--- src/rtl/loader_pkg.sv ---
// Shared definitions for the instruction memory loader: byte/word geometry and FSM states.
package loader_pkg;
    localparam int unsigned BYTE_W         = 8;
    localparam int unsigned BYTES_PER_WORD = 4;
    localparam int unsigned WORD_W         = BYTE_W * BYTES_PER_WORD;

    typedef enum logic [2:0] {
        IDLE,
        LEN,
        DATA,
        WRITE,
        CHK,
        DONE
    } state_t;
endpackage

--- src/rtl/word_assembler.sv ---
// Packs incoming bytes big-endian into a 32-bit word; word_ready flags the byte that completes a word.
module word_assembler
    import loader_pkg::*;
(
    input  logic              clk,
    input  logic              reset,
    input  logic              clr,
    input  logic              byte_valid,
    input  logic [BYTE_W-1:0] byte_in,
    output logic [WORD_W-1:0] word,
    output logic              word_ready
);
    localparam int unsigned CNT_W = $clog2(BYTES_PER_WORD);

    logic [CNT_W-1:0] byte_cnt;

    assign word_ready = byte_valid && (byte_cnt == CNT_W'(BYTES_PER_WORD - 1));

    always_ff @(posedge clk or negedge reset) begin
        if (!reset) begin
            word     <= '0;
            byte_cnt <= '0;
        end else if (clr) begin
            word     <= '0;
            byte_cnt <= '0;
        end else if (byte_valid) begin
            word     <= {word[WORD_W-BYTE_W-1:0], byte_in};
            byte_cnt <= byte_cnt + CNT_W'(1);
        end
    end
endmodule

--- src/rtl/instr_mem_loader.sv ---
// Loads a UART byte stream (count byte + big-endian words) into instruction RAM while holding the core.
// Optional trailing XOR checksum byte is enabled by defining CHECKSUM_EN.
module instr_mem_loader
    import loader_pkg::*;
#(
    parameter int unsigned DATA_WIDTH = 32,
    parameter int unsigned ADDR_WIDTH = 8
) (
    input  logic                  clk,
    input  logic                  reset,
    input  logic                  start,
    input  logic [7:0]            rx_data,
    input  logic                  rx_valid,
    output logic                  mem_we,
    output logic [ADDR_WIDTH-1:0] mem_addr,
    output logic [DATA_WIDTH-1:0] mem_wdata,
    output logic                  core_hold,
    output logic                  busy,
    output logic                  done,
    output logic                  overflow,
    output logic                  err
);
    localparam int unsigned DEPTH = 1 << ADDR_WIDTH;

    state_t            state, state_nx;
    logic [7:0]        n_words, word_cnt;
    logic [WORD_W-1:0] word;
    logic              word_ready, arm, capture, last_word, in_range;

    assign arm       = start && (state == IDLE || state == DONE);
    assign last_word = (word_cnt == n_words - 8'd1);
    assign in_range  = (32'(word_cnt) < DEPTH);
    // A byte arriving during WRITE belongs to the next word unless this was the last one.
    assign capture   = rx_valid && (state == DATA || (state == WRITE && !last_word));

    word_assembler u_asm (
        .clk        (clk),
        .reset      (reset),
        .clr        (arm),
        .byte_valid (capture),
        .byte_in    (rx_data),
        .word       (word),
        .word_ready (word_ready)
    );

    always_ff @(posedge clk or negedge reset) begin
        if (!reset) state <= IDLE;
        else        state <= state_nx;
    end

    always_comb begin
        state_nx = state;
        case (state)
            IDLE:  if (start) state_nx = LEN;
            LEN: begin
                if (rx_valid) begin
                    if (rx_data != 8'd0) state_nx = DATA;
`ifdef CHECKSUM_EN
                    else                 state_nx = CHK;
`else
                    else                 state_nx = DONE;
`endif
                end
            end
            DATA:  if (word_ready) state_nx = WRITE;
            WRITE: begin
                if (!last_word)    state_nx = DATA;
`ifdef CHECKSUM_EN
                else if (rx_valid) state_nx = DONE;
                else               state_nx = CHK;
`else
                else               state_nx = DONE;
`endif
            end
`ifdef CHECKSUM_EN
            CHK:   if (rx_valid) state_nx = DONE;
`endif
            DONE:  if (start) state_nx = LEN;
            default: state_nx = IDLE;
        endcase
    end

    always_ff @(posedge clk or negedge reset) begin
        if (!reset) begin
            n_words  <= '0;
            word_cnt <= '0;
            overflow <= 1'b0;
        end else begin
            if (arm) begin
                word_cnt <= '0;
                overflow <= 1'b0;
            end
            if (state == LEN && rx_valid) begin
                n_words  <= rx_data;
                overflow <= (32'(rx_data) > DEPTH);
            end
            if (state == WRITE) word_cnt <= word_cnt + 8'd1;
        end
    end

`ifdef CHECKSUM_EN
    logic [7:0] sum;

    // The checksum byte may arrive in the final WRITE cycle as well as in CHK.
    always_ff @(posedge clk or negedge reset) begin
        if (!reset) begin
            sum <= '0;
            err <= 1'b0;
        end else if (arm) begin
            sum <= '0;
            err <= 1'b0;
        end else begin
            if (capture) sum <= sum ^ rx_data;
            if (rx_valid && (state == CHK || (state == WRITE && last_word)))
                err <= (rx_data != sum);
        end
    end
`else
    assign err = 1'b0;
`endif

    assign mem_we    = (state == WRITE) && in_range;
    assign mem_addr  = word_cnt[ADDR_WIDTH-1:0];
    assign mem_wdata = word;
    assign busy      = (state == LEN) || (state == DATA) || (state == WRITE) || (state == CHK);
    assign core_hold = busy;
    assign done      = (state == DONE);
endmodule
--- config.mk ---
export PLATFORM = sky130hd
export DESIGN_NAME = instr_mem_loader
export DESIGN_NICKNAME = d
export VERILOG_FILES = /design/src/rtl/loader_pkg.sv /design/src/rtl/word_assembler.sv /design/src/rtl/instr_mem_loader.sv
export SDC_FILE = /design/constraint.sdc
export NUM_CORES = 1
export LEC_CHECK = 0
export ABC_AREA = 1
export ABC_CLOCK_PERIOD_IN_PS = 3000
export CORE_MARGIN = 4
export CORE_UTILIZATION = 55
export CTS_CLUSTER_DIAMETER = 80
export DETAILED_ROUTE_END_ITERATION = 6
export PLACE_DENSITY = 0.86
export SYNTH_ARGS = -nofsm -noshare
export SYNTH_HDL_FRONTEND = slang
export SYNTH_SLANG_ARGS = --single-unit
--- constraint.sdc ---
create_clock -name clk -period 3 [get_ports clk]
set_clock_uncertainty 0.05 [all_clocks]
set_input_delay 0.3 -clock clk [delete_from_list [all_inputs] [get_ports clk]]
set_output_delay 0.3 -clock clk [all_outputs]
set_load 0.01 [all_outputs]
# Word level (Yosys, flattened, before mapping)
# Index checks and enable logic that the tools add are counted.
classes:
  add_sub_neg: 3
  n_eq_ne: 10
  mux: 14
  n_reduce_logical: 18
ops:
  columns: ["cell", "count"]
  rows:
  - ["2-to-1 mux 32 bit", 2]
  - ["2-to-1 mux 8 bit", 2]
  - ["2-to-1 mux 3 bit", 5]
  - ["case mux 3 bit (4 select lines)", 1]
  - ["adder 8 x 1 -> 8 bit (second input constant)", 1]
  - ["== test 8 bit", 1]
  - ["nonzero test 8 bit", 1]
  - ["subtractor 8 x 1 -> 8 bit (second input constant)", 1]
  - ["== test 3 x 2 -> 1 bit (second input constant)", 2]
  - ["== test 3 bit (second input constant)", 2]
  - ["nonzero test 2 bit", 3]
  - ["logical AND 1 bit", 5]
  - ["logical OR 1 bit", 5]
  - ["2-to-1 mux 2 bit", 2]
  - ["!= test 2 x 1 -> 1 bit (second input constant)", 2]
  - ["== test 3 x 1 -> 1 bit (second input constant)", 1]
  - ["logical NOT 3 bit", 1]
  - ["AND reduction 3 bit", 1]
  - ["adder 2 x 1 -> 2 bit (second input constant)", 1]
  - ["== test 2 bit (second input constant)", 1]
  - ["2-to-1 mux 1 bit", 2]
  - ["!= test 2 bit (second input constant)", 1]
  - ["OR reduction 2 bit", 1]
  - ["logical NOT 1 bit", 1]
totals:
  ff_bits: 54
  input_bits: 12
  out_inout_bits: 46
  elab_cells: 51

# Logic depth before layout (Yosys ltp)
depth:
  ltp_word: 9
  mapped_depth: 15

# Hierarchy
# From an unflattened synthesis, not the netlist that was laid out.
unflattened:
  cells_unflattened: 350
  area_unflattened_um2: 2808.9
by_module_without_submodules:
  columns: ["module", "instances", "cells_each", "area_per_inst_um2", "seq_area_each_um2"]
  rows:
  - ["word_assembler", 1, 152, 1488.9, 850.8]
  - ["instr_mem_loader", 1, 198, 1320.0, 475.5]

# Worst setup path before layout
# No wires, ideal clock.
synth_timing:
  kind: "flip-flop to flip-flop"
  startpoint: "register n_words[0]"
  endpoint: "register u_asm.word[10]"
  arrival_time_ns: 1.713
  required_ns: 2.832
  path_slack_ns: 1.119
  stages_incl_launch_ff: 15
  cell_sequence: "dfrtp_1 > inv_2 > ha_1 > inv_1 > nand2_1 > nand3_1 > nand2_1 > nand3_1 > nor2_4 > nand3_4 > nand3_4 > inv_4 > buf_6 > nand2_1 > nand2_1"
synth_via:
  elab_chain_len: 7
synth_lines:
  columns: ["element", "line_no", "text"]
  rows:
  - ["start, declared", "instr_mem_loader.sv:26", "logic [7:0] n_words, word_cnt;"]
  - ["start signal, assigned", "instr_mem_loader.sv:94", "n_words <= rx_data;"]
  - ["subtractor 8 x 1 -> 8 bit", "instr_mem_loader.sv:31", "assign last_word = (word_cnt == n_words - 8'd1);"]
  - ["== test 8 bit", "instr_mem_loader.sv:31", null]
  - ["logical NOT 1 bit", null, null]
  - ["logical AND 1 bit", "instr_mem_loader.sv:34", "assign capture = rx_valid && (state == DATA || (state == WRITE && !last_word));"]
  - ["logical OR 1 bit", "instr_mem_loader.sv:34", null]
  - ["logical AND 1 bit", "instr_mem_loader.sv:34", null]
  - ["nonzero test 2 bit (no source line)", null, null]
  - ["end signal, assigned", "word_assembler.sv:27", "word <= {word[WORD_W-BYTE_W-1:0], byte_in};"]
  - ["end, declared", "word_assembler.sv:10", "output logic [WORD_W-1:0] word,"]
# No other way between the ends.
# A chain may end at the register's enable or synchronous reset.

# Final worst setup path
layout_timing:
  startpoint: "register n_words[0]"
  endpoint: "register u_asm.word[12]"
# Same word-level chain as after synthesis.

==> impl_metrics.toml <==
[pwr]
p_per_area_nw_per_um2 = 1032
pwr-share-clk_pct = 11.3
p_sw_mw = 1.501
ir_worst_vdd_mv = 0.5223
power_frac_comb_pct = 51.3
p_seq_share_pct = 37.4
leakage_nw = 1.731
internal_power_mw = 1.995
switching_share_pct = 42.93

[timing]
post-route-min-period_ps = 2386
period_share_pct = 79.55
drv_slew = 0
finalSetupTns_ps = 0
fmax_ghz = 0.4190
tightest_slew_ps = 636.5
relSlewSlack_pct = 57.57
rsz0062_at_grt = "no"
hold_viol_final = 0
finalSetupViolCount = 0
layout_setup_ws_ps = 613.6

[synthesis]
ys_types = 29
ys.warnings.count = 0
ys_ff_latch = 53
yosysTopAreaCell = "dfrtp_1"
synthCells = 355
syn_avg_cell_area_um2 = 7.786
ys_seq_area_share_pct = 47.99
synthTopCellsByArea = "dfrtp_1 (48%), nand2_1 (17%), nand3_1 (8.1%)"
syn_area_um2 = 2764
yosys.area.top_type_share_pct = 47.99

[critical_path]
critPathKind = "reg2reg"
rrSetupSlack_ps = 610
required_ps = 3190
cp_data_arrival_time_ps = 2580
crit_fanout = 37
start_kind = "flip-flop"
crit_path_end_kind = "flip-flop"

[final_layout]
n_antenna_cell = 0
final_common_cell = "nand2_1"
multiInputGateArea_um2 = 1174
nets = 421
nFillCells = 402
drive_above_1_share_pct = 6.880
seq_area_um2 = 1326
area_growth_pct = 22.54
layout_common_cells = "nand2_1 (123), clkdlybuf4s50_1 (54), dfrtp_1 (53)"
stdcell_area_um2 = 3387

[placement]
place_congestion = 0.8373
dp_hpwl_um = 4271
place_area_um2 = 3301
pre_cts_ws_ps = 656.3
port_buffers = 55

[die]
core_area_um2 = 4786
dieArea_um2 = 6224
initial_utilization_pct = 57.75
chipHeight_um = 78.89
die_w_um = 78.89
io_pins = 58
placementRows = 25

[cts]
cts-resized-gates = 0
cts_inserted_buffers = 5
holdBufCountCts = 0
path_clk_slew_ps = 90
clk_latency_ps = 300
clock_sinks = 53
tritoncts = "yes"
cts_htree_levels = 2
cts_buffer_depth = 2
cts_setup_buffers = 0
root_buffer = "clkbuf_8"

[global_routing]
first_global_vias = 2286
grt_max_degree = 54
antenna_found_initial = 0
grt_usage_pct = 20.67
grt_pass1_wl_um = 10260
grt_remaining_overflow = 0

[detailed_routing]
routed_wl_um = 5786
drc_errors = 0
firstDrtPassIters = 4
ant_nets = 0
wl_per_cell_um = 12.21
avgViaCountPerCell = 5.074
vias = 2405
drt_iter0_drc = 164

[status]
outcome = "finished clean"

[flow_run]
drv_cap = 0

[worst_hold_path]
min_path_type = "in2async"
-- power by group through the flow --
stage          Sequential, mW  Combinational, mW  Clock (mW)
6_report                 1.31               1.80       0.394
2_1_floorplan            1.36               1.07           0
4_1_cts                  1.31               1.82       0.405
5_1_grt                  1.36               2.01       0.436
3_5_place_dp             1.32               1.81           0
3_3_place_gp             1.31               1.76           0
-- flip-flops by register name, summed over array words and instances, names as in the netlist --
name            cells
u_asm.word         32
mem_addr            8
n_words             8
state               3
u_asm.byte_cnt      2
-- kinds of logic (layout without fill, tap and decap cells) --
kind of cell    Yosys count  in the layout  share of synthesized area, %
other cells               1              2                        0.1357
flops                    53             53                         47.99
buf+inv                  55            106                         9.688
xor+xnor                  5              5                         1.585
simple gates            211            211                         33.86
fa+ha+maj                 3              3                         1.358
compound gates           27             27                         5.387
-- routing by layer --
layer	vias to the layer above	track usage, %	routed length [um]
met5	-	0	0
met4	0	7.388	110
met3	10	5.442	320
met2	59	34.13	2807
met1	1119	26.34	2548
li1	1217	-	-
-- synthesized netlist by cell type --
master and number:
nand4_1 7, o21ai_0 13, nand3_4 2, ha_1 3, nand3_1 45, nand2_1 123
nor2_2 3, nor3_1 2, o32ai_1 2, conb_1 1, nor2_4 3, xnor2_1 3
dfrtp_1 53, inv_2 5, a22o_1 1, inv_4 1, xor2_1 2, buf_6 6
inv_1 35, nor2_1 22, or2_2 1, clkbuf_1 3, buf_4 3, a21oi_1 7
o21ai_1 3, o211ai_1 1, or2_1 1, buf_2 2, nand2_2 2
-- through the flow --
stage | utilization, % | hold WS [ps] | instances | total power, mW
6_report | 70.77 | 49.26 | 474 | 3.496
2_1_floorplan | - | -45.59 | 356 | 2.432
5_1_grt | 70.77 | 100.3 | 474 | 3.807
4_1_cts | 70.77 | 69.80 | 474 | 3.529
3_3_place_gp | 68.97 | 396.0 | 466 | 3.066
3_5_place_dp | 68.97 | 403.8 | 466 | 3.129
-- critical path, cell delays in order, from the launching register on --
cell     delay [ps]
dfrtp_1         440
inv_2           100
ha_1            270
inv_1            70
nand2_1          80
nand2_1          50
nand2_1          50
nand2_1          50
nand3_1         120
nor2_4           50
nand3_4         100
nand3_4         320
inv_4           370
nand2_1         100
nand2_1          90
-- area by class of cell --
type	count	area share, %
clock buffer	5	2.032
clock inverter	3	0.5172
inverter	41	4.618
multi-input combinational	248	34.65
sequential	53	39.16
tap	67	2.475
timing repair buffer	57	16.55
-- path summary, 6_finish.rpt --
kind | from | cells past startpoint | to
worst max-delay path | n_words[0] | 14 | u_asm.word[12]
worst min-delay path | reset | 2 | u_asm.word[24]
worst max register to register | n_words[0] | 14 | u_asm.word[12]
worst min register to register | u_asm.word[24] | 2 | u_asm.word[24]
max in group asynchronous | reset | 2 | n_words[3]
min in group clk | u_asm.word[24] | 2 | u_asm.word[24]
Note: power is estimated with default switching activity, not from simulation.
